==> src/rtl/match_drv_pkg.sv <==
// Shared operation/state types and dispatch selector codes for match_dispatch_driver.
package match_drv_pkg;

    typedef enum logic [1:0] {
        OP_INC = 2'd0,
        OP_ADD = 2'd1,
        OP_SUB = 2'd2,
        OP_MUL = 2'd3
    } match_op_t;

    localparam int CODE_INC = 17;
    localparam int CODE_ADD = 21;
    localparam int CODE_SUB = 34;

    typedef enum logic [1:0] {
        IDLE = 2'd0,
        WAIT = 2'd1,
        HOLD = 2'd2
    } drv_state_t;

    // True when a MUL left operand would be decoded by the dispatch unit as another op.
    function automatic logic is_alias_code(input logic [31:0] v);
        return (v == 32'(CODE_INC)) || (v == 32'(CODE_ADD)) || (v == 32'(CODE_SUB));
    endfunction

endpackage

==> src/rtl/match_dispatch_driver_if.sv <==
// Request, response, dispatch-unit and statistics signals of match_dispatch_driver.
interface match_dispatch_driver_if #(
    parameter int NBITS = 8
);
    // Handshakes: a transfer happens on a rising CLK edge where VALID and READY are both
    // high; once VALID is raised the sender holds VALID and its payload until that edge.
    logic             REQ_VALID;
    logic             REQ_READY;
    logic [1:0]       REQ_OP;
    logic [NBITS-1:0] REQ_A;
    logic [NBITS-1:0] REQ_B;
    logic [NBITS-1:0] A;
    logic [NBITS-1:0] B;
    logic [NBITS-1:0] XOUT;
    logic             RSP_VALID;
    logic             RSP_READY;
    logic [NBITS-1:0] RSP_DATA;
    logic             RSP_ERR;
    logic [15:0]      STAT_REQS;
    logic [15:0]      STAT_ERRS;

    modport slave (
        input  REQ_VALID, REQ_OP, REQ_A, REQ_B, XOUT, RSP_READY,
        output REQ_READY, A, B, RSP_VALID, RSP_DATA, RSP_ERR, STAT_REQS, STAT_ERRS
    );

    modport master (
        output REQ_VALID, REQ_OP, REQ_A, REQ_B, XOUT, RSP_READY,
        input  REQ_READY, A, B, RSP_VALID, RSP_DATA, RSP_ERR, STAT_REQS, STAT_ERRS
    );

endinterface

==> src/rtl/match_op_encoder.sv <==
// Combinational mapping of an abstract request onto the dispatch unit's selector/operands.
module match_op_encoder
    import match_drv_pkg::*;
#(
    parameter int NBITS = 8
) (
    input  match_op_t        op,
    input  logic [NBITS-1:0] req_a,
    input  logic [NBITS-1:0] req_b,
    output logic [NBITS-1:0] a,
    output logic [NBITS-1:0] b,
    output logic             illegal
);

    always_comb begin
        a       = req_a;
        b       = req_b;
        illegal = 1'b0;
        case (op)
            OP_INC: begin
                a = NBITS'(CODE_INC);
                b = '0;
            end
            OP_ADD: a = NBITS'(CODE_ADD);
            OP_SUB: a = NBITS'(CODE_SUB);
            OP_MUL: illegal = is_alias_code(32'(req_a));
            default: illegal = 1'b0;
        endcase
    end

endmodule

==> src/rtl/match_dispatch_driver.sv <==
// Sequential initiator for the opcode-dispatch unit; one outstanding request at a time.
// Optional saturating request/error counters are built when MATCH_DRV_STATS_EN is defined.
module match_dispatch_driver
    import match_drv_pkg::*;
#(
    parameter int NBITS = 8,
    parameter int LAT   = 1
) (
    input  logic                    CLK,
    input  logic                    RST_N,
    match_dispatch_driver_if.slave  bus,
    output drv_state_t              dbg_state
);

    localparam int CW = (LAT > 1) ? $clog2(LAT) : 1;

    drv_state_t       state;
    drv_state_t       state_next;
    logic             started;
    logic [CW-1:0]    cnt;
    logic [NBITS-1:0] a_q;
    logic [NBITS-1:0] b_q;
    logic [NBITS-1:0] data_q;
    logic             err_q;
    logic [NBITS-1:0] enc_a;
    logic [NBITS-1:0] enc_b;
    logic             enc_illegal;
    logic             accept;
    logic             capture;

    match_op_encoder #(.NBITS(NBITS)) u_encoder (
        .op      (match_op_t'(bus.REQ_OP)),
        .req_a   (bus.REQ_A),
        .req_b   (bus.REQ_B),
        .a       (enc_a),
        .b       (enc_b),
        .illegal (enc_illegal)
    );

    always_ff @(posedge CLK or negedge RST_N) begin
        if (!RST_N) state <= IDLE;
        else        state <= state_next;
    end

    always_comb begin
        state_next = state;
        accept     = 1'b0;
        capture    = 1'b0;
        case (state)
            IDLE: begin
                if (started && bus.REQ_VALID) begin
                    accept     = 1'b1;
                    state_next = enc_illegal ? HOLD : WAIT;
                end
            end
            WAIT: begin
                if (cnt == '0) begin
                    capture    = 1'b1;
                    state_next = HOLD;
                end
            end
            HOLD: begin
                if (bus.RSP_READY) state_next = IDLE;
            end
            default: state_next = IDLE;
        endcase
    end

    // started keeps REQ_READY low until the first edge after reset release.
    always_ff @(posedge CLK or negedge RST_N) begin
        if (!RST_N) begin
            started <= 1'b0;
            cnt     <= '0;
            a_q     <= '0;
            b_q     <= '0;
            data_q  <= '0;
            err_q   <= 1'b0;
        end else begin
            started <= 1'b1;
            if (accept) begin
                if (enc_illegal) begin
                    data_q <= '0;
                    err_q  <= 1'b1;
                end else begin
                    a_q <= enc_a;
                    b_q <= enc_b;
                    cnt <= CW'(LAT - 1);
                end
            end else if (state == WAIT && cnt != '0) begin
                cnt <= cnt - 1'b1;
            end
            if (capture) begin
                data_q <= bus.XOUT;
                err_q  <= 1'b0;
            end
        end
    end

    assign bus.REQ_READY = started && (state == IDLE);
    assign bus.RSP_VALID = (state == HOLD);
    assign bus.A         = a_q;
    assign bus.B         = b_q;
    assign bus.RSP_DATA  = data_q;
    assign bus.RSP_ERR   = err_q;
    assign dbg_state     = state;

`ifdef MATCH_DRV_STATS_EN
    logic [15:0] stat_reqs;
    logic [15:0] stat_errs;

    always_ff @(posedge CLK or negedge RST_N) begin
        if (!RST_N) begin
            stat_reqs <= '0;
            stat_errs <= '0;
        end else if (accept) begin
            if (stat_reqs != 16'hFFFF) stat_reqs <= stat_reqs + 16'd1;
            if (enc_illegal && stat_errs != 16'hFFFF) stat_errs <= stat_errs + 16'd1;
        end
    end

    assign bus.STAT_REQS = stat_reqs;
    assign bus.STAT_ERRS = stat_errs;
`else
    assign bus.STAT_REQS = '0;
    assign bus.STAT_ERRS = '0;
`endif

endmodule

==> src/flat_wrapper.sv <==
// flat-port wrapper written by rule: the top's interface ports become plain ports
module match_dispatch_driver_flat import match_drv_pkg::*;
#(
    parameter int NBITS = 8,
    parameter int LAT   = 1
)
  (CLK, RST_N, dbg_state, bus_REQ_VALID, bus_REQ_OP, bus_REQ_A, bus_REQ_B, bus_XOUT, bus_RSP_READY, bus_REQ_READY, bus_A, bus_B, bus_RSP_VALID, bus_RSP_DATA, bus_RSP_ERR, bus_STAT_REQS, bus_STAT_ERRS);
  match_dispatch_driver_if #(.NBITS(NBITS)) bus_i ();
  input  logic CLK;
  input  logic RST_N;
  output drv_state_t dbg_state;
  input wire logic [$bits(bus_i.REQ_VALID)-1:0] bus_REQ_VALID;
  input wire logic [$bits(bus_i.REQ_OP)-1:0] bus_REQ_OP;
  input wire logic [$bits(bus_i.REQ_A)-1:0] bus_REQ_A;
  input wire logic [$bits(bus_i.REQ_B)-1:0] bus_REQ_B;
  input wire logic [$bits(bus_i.XOUT)-1:0] bus_XOUT;
  input wire logic [$bits(bus_i.RSP_READY)-1:0] bus_RSP_READY;
  output wire logic [$bits(bus_i.REQ_READY)-1:0] bus_REQ_READY;
  output wire logic [$bits(bus_i.A)-1:0] bus_A;
  output wire logic [$bits(bus_i.B)-1:0] bus_B;
  output wire logic [$bits(bus_i.RSP_VALID)-1:0] bus_RSP_VALID;
  output wire logic [$bits(bus_i.RSP_DATA)-1:0] bus_RSP_DATA;
  output wire logic [$bits(bus_i.RSP_ERR)-1:0] bus_RSP_ERR;
  output wire logic [$bits(bus_i.STAT_REQS)-1:0] bus_STAT_REQS;
  output wire logic [$bits(bus_i.STAT_ERRS)-1:0] bus_STAT_ERRS;
  assign bus_i.REQ_VALID = bus_REQ_VALID;
  assign bus_i.REQ_OP = bus_REQ_OP;
  assign bus_i.REQ_A = bus_REQ_A;
  assign bus_i.REQ_B = bus_REQ_B;
  assign bus_i.XOUT = bus_XOUT;
  assign bus_i.RSP_READY = bus_RSP_READY;
  assign bus_REQ_READY = bus_i.REQ_READY;
  assign bus_A = bus_i.A;
  assign bus_B = bus_i.B;
  assign bus_RSP_VALID = bus_i.RSP_VALID;
  assign bus_RSP_DATA = bus_i.RSP_DATA;
  assign bus_RSP_ERR = bus_i.RSP_ERR;
  assign bus_STAT_REQS = bus_i.STAT_REQS;
  assign bus_STAT_ERRS = bus_i.STAT_ERRS;
  match_dispatch_driver #(.NBITS(NBITS), .LAT(LAT)) u_core (.CLK(CLK), .RST_N(RST_N), .bus(bus_i), .dbg_state(dbg_state));
endmodule
==> config.mk <==
export PLATFORM = sky130hd
export DESIGN_NAME = match_dispatch_driver_flat
export DESIGN_NICKNAME = d
export VERILOG_FILES = /design/src/rtl/match_drv_pkg.sv /design/src/rtl/match_dispatch_driver_if.sv /design/src/rtl/match_op_encoder.sv /design/src/rtl/match_dispatch_driver.sv /design/src/flat_wrapper.sv
export SDC_FILE = /design/constraint.sdc
export NUM_CORES = 1
export LEC_CHECK = 0
export CAP_MARGIN = 20
export CORE_ASPECT_RATIO = 0.6
export CORE_MARGIN = 10
export CORE_UTILIZATION = 37
export CTS_CLUSTER_SIZE = 8
export DETAILED_ROUTE_END_ITERATION = 8
export PLACE_DENSITY = 0.79
export SYNTH_ARGS = -nofsm -noshare
export SYNTH_HDL_FRONTEND = slang
export SYNTH_SLANG_ARGS = --single-unit
==> constraint.sdc <==
create_clock -name CLK -period 2.05 [get_ports CLK]
set_clock_uncertainty 0.05 [all_clocks]
set_input_delay 0.41 -clock CLK [delete_from_list [all_inputs] [get_ports CLK]]
set_output_delay 0.41 -clock CLK [all_outputs]
set_load 0.01 [all_outputs]
# After elaboration in Yosys (flattened, before gate mapping)
# Cells that the tools add are included.
# totals
reg_bits	29
inputBits	30
wordCells	56
# classes
add_sub_neg	1
n_eq_ne	12
mux	21
bitwise	1
reduce_logical	14
# ops
op	count
$mux W8	4
$pmux W8 S3	1
$eq A8 B5 Y1 const B	2
$mux W1	11
$eq A8 B6 Y1 const B	1
$mux W2	4
$eq A2 B2 Y1 const B	3
$ne A2 B2 Y1 const B	3
$pmux W2 S3	1
$reduce_and A2 Y1	3
$reduce_bool A2 Y1	3
$eq A2 B1 Y1 const B	2
$logic_not A2 Y1	2
$logic_and A1 B1 Y1	3
$reduce_and A3 Y1	1
$logic_or A1 B1 Y1	2
$ne A2 B1 Y1 const B	1
$not A1 Y1	1
$sub A1 B1 Y1 const B	1

# Logic depth before layout (Yosys ltp)
# depth
ltp_word	7
ltp_mapped	6
depth_no_buf	4

# By module
# A second synthesis with hierarchy kept.
# unflattened
cells_unflattened	135
hier_area_um2	1572.8
# modules_own_cells
module	n_inst	cells_per_inst	area_each_um2	seq_area_each_um2
match_dispatch_driver	1	105	1385.1	725.7
match_op_encoder	1	30	187.7	0.0

# Worst setup path after synthesis
# Ideal clock, no wire load.
# synth_timing
path_kind	register to register
startpoint	reg u_core.state[0], in the netlist u_core.dbg_state[0]
endpoint	reg u_core.a_q[0], in the netlist u_core.bus.A[0]
setup_ns	0.125
arrival_ns	1.626
t_required_ns	1.875
slack_ns	0.249
path_stages_with_launch	6
path_cell_list	dfrtp_1 -> nor3b_1 -> nand2_1 -> o21bai_2 -> buf_6 -> mux2_2
# synth_via
elab_chain_len	3
# synth_rtl
element	line_no	source
start, declared	match_dispatch_driver.sv:17	drv_state_t state;
start signal, assigned	match_dispatch_driver.sv:42	else state <= state_next;
$logic_not A2 Y1	match_dispatch_driver.sv:49	case (state)
$mux W1	match_dispatch_driver.sv:49	
$reduce_and A2 Y1 (no line)	--	
end signal, assigned	match_dispatch_driver.sv:85	a_q <= enc_a;
end, declared	match_dispatch_driver.sv:21	logic [NBITS-1:0] a_q;
# No other way between the ends.
# A chain may end at the register's enable or synchronous reset.

# Final worst setup path
# layout_timing
startpoint	in bus_REQ_A[7]
endpoint	reg u_core.b_q[0], in the netlist u_core.bus.B[0]
# layout_via
elab_chain_len	6
word_cells_on_any_way	8
cone_classes	eq/ne (3); mux (1); bitwise (1); reduce/logical (3)
# layout_rtl
element	line_no	source
start, declared	flat_wrapper.sv:14	input wire logic [$bits(bus_i.REQ_A)-1:0] bus_REQ_A;
$eq A8 B5 Y1	match_drv_pkg.sv:23	return (v == 32'(CODE_INC)) || (v == 32'(CODE_ADD)) || (v == 32'(CODE_SUB));
$logic_or A1 B1 Y1	match_drv_pkg.sv:23	
$logic_or A1 B1 Y1 *	match_drv_pkg.sv:23	
$mux W1 *	match_op_encoder.sv:19	case (op)
$not A1 Y1 (no line) *	--	
$reduce_and A2 Y1 (no line) *	--	
end signal, assigned	match_dispatch_driver.sv:86	b_q <= enc_b;
end, declared	match_dispatch_driver.sv:22	logic [NBITS-1:0] b_q;
# Mark *: on every way between the ends. The rest lies on a longest branch, timed or not.

==> summary.md <==
| Metric | Value |
|---|---|
| Status | `finished, final reports clean` |
| DP HPWL | `between 3000 and 4000 um` |
| PwrDens | `approximately 890 nW/um2` |
| Vias | `1136` |
| Drt initial violations | `47` |
| Initial Utilization | `0.399` |
| Routed WL | `4030 um` |
| Slew Limit Fails | `0` |
| Die W | `103 um` |
| FF-to-FF End | `u_core.bus.A[6]$_DFFE_PN0P_` |
| Maximum clock rate | `between 0.5 and 0.6 GHz` |
| P_leak | `1.11 nW` |
| Max stage delay cell, worst path | `or4_4` |
| Clk root buf | `clkbuf_8` |
| Tmin final | `1.92 ns` |
| Post-Syn Instances | `155` |
| Reg2reg path depth | `5` |
| Max Cap Viol | `0` |
| Mapped cell area | `about 1500 um2` |
| Period utilisation layout | `0.935` |
| Hold_ws | `0.458 ns` |
| Critical-path maximum fanout | `8` |
| Arrival time worst endpoint | `approximately 2 ns` |
| Worst endpoint required time | `2.20 ns` |
| Buffers on Ports | `58` |
| CP max stage delay | `0.56 ns` |
| Area grow syn2layout | `43.9%` |
| Worst IR Drop VDD | `0.362 mV` |
| Crit path from | `bus_REQ_A[7]` |
| Seq/Total Area, Yosys | `0.475` |
| Clk sinks | `29` |
| WHS Path Cells | `1` |
| Tot GR Track Use | `0.108` |
| Chip height | `69.8 um` |
| Setup Slack @ Placement | `-0.235 ns` |
| First-pass GRT wire length | `slightly above 6000 um` |
| Avg Cell Area, Syn | `9.86 um2` |
| Critical path buffer and inverter count | `2` |
| Unrepaired setup endpoints after global routing | `false` |
| Die area | `7190 um2` |
| CTS Hold Bufs | `0` |
| DRC | `0` |
| Final ANT Viol Nets | `0` |
| CP Cell Sequence | `clkdlybuf4s50_1 -> or4_4 -> o21bai_4 -> buf_4 -> mux2i_1` |
| Relative slew margins | `0.633` |
| Worst reg-to-reg setup slack | `0.30 ns` |
| Worst Setup End Kind | `register` |
| Worst R2R Start | `u_core.dbg_state[0]$_DFFE_PN0P_` |
| Critical Path Stages | `5` |
| CORE AREA | `3830 um2` |
| CP startpoint kind | `input port` |
| Vias in the first global route | `~1100` |
| Global route overflow | `0` |
| Filler cell count | `364` |
| Yosys warning count | `0` |
| Reg clk slew, reported paths | `0.06 ns` |
| # H-tree levels | `2` |
| Post-synthesis register bit count | `29` |
| CTS max path bufs | `2` |
| Crit path kind | `input port to register` |
| Pin count of the biggest net entering global routing | `30` |
| CTS tree | `done` |
| Layout cells sized above 1 | `0.133` |
| DR vias/cell | `4.16` |
| Final setup margin | `0.132 ns` |
| Clk_lat worst skew | `0.27 ns` |
| Worst Hold Class | `register to register` |
| # diodes | `0` |
| DR WL/cell | `14.8 um` |
| Critical path's top delay family | `buffers and inverters` |
| Total power | `between 1.5 and 2 mW` |
| Final-report setup violation count | `0` |
| Yosys cell types | `28` |
| Detailed Routing Iterations Pass 1 | `4` |
| # nets final | `255` |
| Actual slew at the worst max-slew pin | `0.549 ns` |
| Initial antenna violation count | `0` |
| Final hold vios | `0` |
| Total I/O pin count | `91` |
| Total CTS buffers | `5` |
| Final GP Congestion | `0.775` |
| Row count | `17` |
| Crit path to | `u_core.bus.B[0]$_DFFE_PN0P_` |
## repair_timing
item	CTS	global route
pin swaps	0	0
gates resized for setup	1	1
endpoints found under the setup margin	1	15
setup buffers	0	0
## layer usage
layer  GRT usage  vias up  routed length, um
met3      0.0486        2                376
met5           0        -                  0
li1            -      566                  -
met1       0.127      530               1620
met2       0.180       38               2030
met4      0.0137        0                  8
## Yosys cell counts
master / instances / area [um2]
mux2_2: 3 / 33.8
nor3b_1: 1 / 7.51
or4_4: 1 / 11.3
nor2_1: 3 / 11.3
nor3_4: 1 / 16.3
nor2b_1: 1 / 6.26
a211o_1: 1 / 8.76
inv_1: 14 / 52.6
clkbuf_1: 1 / 3.75
or2_2: 1 / 6.26
buf_4: 32 / 240
o21ai_0: 11 / 55.1
a21oi_1: 1 / 5.00
buf_6: 1 / 11.3
nor4bb_1: 1 / 10.0
nand2b_1: 2 / 12.5
o21a_1: 1 / 7.51
buf_12: 1 / 20.0
buf_1: 1 / 3.75
dfrtp_1: 29 / 726
a41oi_1: 1 / 8.76
o21bai_2: 1 / 11.3
nand2_2: 1 / 6.26
conb_1: 2 / 7.51
mux2i_1: 10 / 100
nand2_1: 29 / 109
a22o_2: 3 / 30.0
and3_2: 1 / 7.51
## sequential cells by signal, summed over array words and instances (netlist names)
register             cells
u_core.bus.RSP_DATA      8
u_core.cnt               1
u_core.bus.A             8
u_core.started           1
u_core.bus.B             8
u_core.bus.RSP_ERR       1
u_core.dbg_state         2
## cell type report
type	count	area [um2]	share of cell area
Tap cell	47	58.8	0.0267
Clock buffer	7	96.3	0.0438
Timing Repair Buffer	68	667	0.303
Multi-Input combinational cell	107	596	0.271
Clock inverter	1	5.00	0.00227
Sequential cell	29	726	0.330
Inverter	14	52.6	0.0239
## cell families (layout without fill, tap and decap cells)
kind of cell,after synthesis,in the layout,synth area share
flip-flops,29,29,0.475
multiplexers,13,13,0.0876
other,2,33,0.00491
AO/OA/AOI/OAI,19,19,0.0827
buffers and inverters,50,90,0.217
AND/OR/NAND/NOR,42,42,0.133
## through the flow
| stage | cells | setup TNS (ns) | util | area (um2) |
|---|---|---|---|---|
| final | 273 | 0 | 0.575 | 2200 |
| after global routing | 273 | 0 | 0.575 | 2200 |
| after global placement | 265 | -3.71 | 0.547 | 2090 |
| after CTS | 273 | 0 | 0.573 | 2190 |
| after detailed placement | 265 | -4.32 | 0.547 | 2090 |
| after floorplan | 186 | 0 | - | 1650 |
## how the worst min path moves through the flow
stage / from / slack (ns) / to
2_1_floorplan: RST_N / 0.06 / u_core.bus.A[0]$_DFFE_PN0P_
3_3_place_gp: u_core.bus.RSP_ERR$_DFFE_PN0P_ / 0.43 / u_core.bus.RSP_ERR$_DFFE_PN0P_
3_5_place_dp: u_core.bus.A[3]$_DFFE_PN0P_ / 0.45 / u_core.bus.A[3]$_DFFE_PN0P_
4_1_cts: u_core.bus.A[3]$_DFFE_PN0P_ / 0.47 / u_core.bus.A[3]$_DFFE_PN0P_
5_1_grt: u_core.bus.A[3]$_DFFE_PN0P_ / 0.47 / u_core.bus.A[3]$_DFFE_PN0P_
6_report: u_core.bus.RSP_ERR$_DFFE_PN0P_ / 0.46 / u_core.bus.RSP_ERR$_DFFE_PN0P_
## report_power, final
part,switching (mW),leakage (nW),total (mW),internal (mW)
Clock,0.208,0.0542,0.511,0.303
Combinational,0.288,0.694,0.668,0.380
Sequential,0.0756,0.362,0.785,0.710
## cells in the final DEF (no fill, tap or decap)
cell type,count
nor4bb_1,1
nor2b_1,1
a211o_1,1
clkdlybuf4s50_1,57
nor2_1,3
a41oi_1,1
nand2_2,1
a22o_2,3
mux2i_1,10
clkinv_2,1
inv_1,14
nor3b_1,1
o21bai_4,1
nor3_4,1
conb_1,33
or2_2,1
o21a_1,1
buf_4,9
clkbuf_8,7
dlygate4sd2_1,1
nand2_1,29
o21ai_0,11
nand2b_1,2
dfrtp_1,29
a21oi_1,1
and3_2,1
buf_12,1
mux2_2,3
or4_4,1
Note: power is estimated with default switching activity, not from simulation.
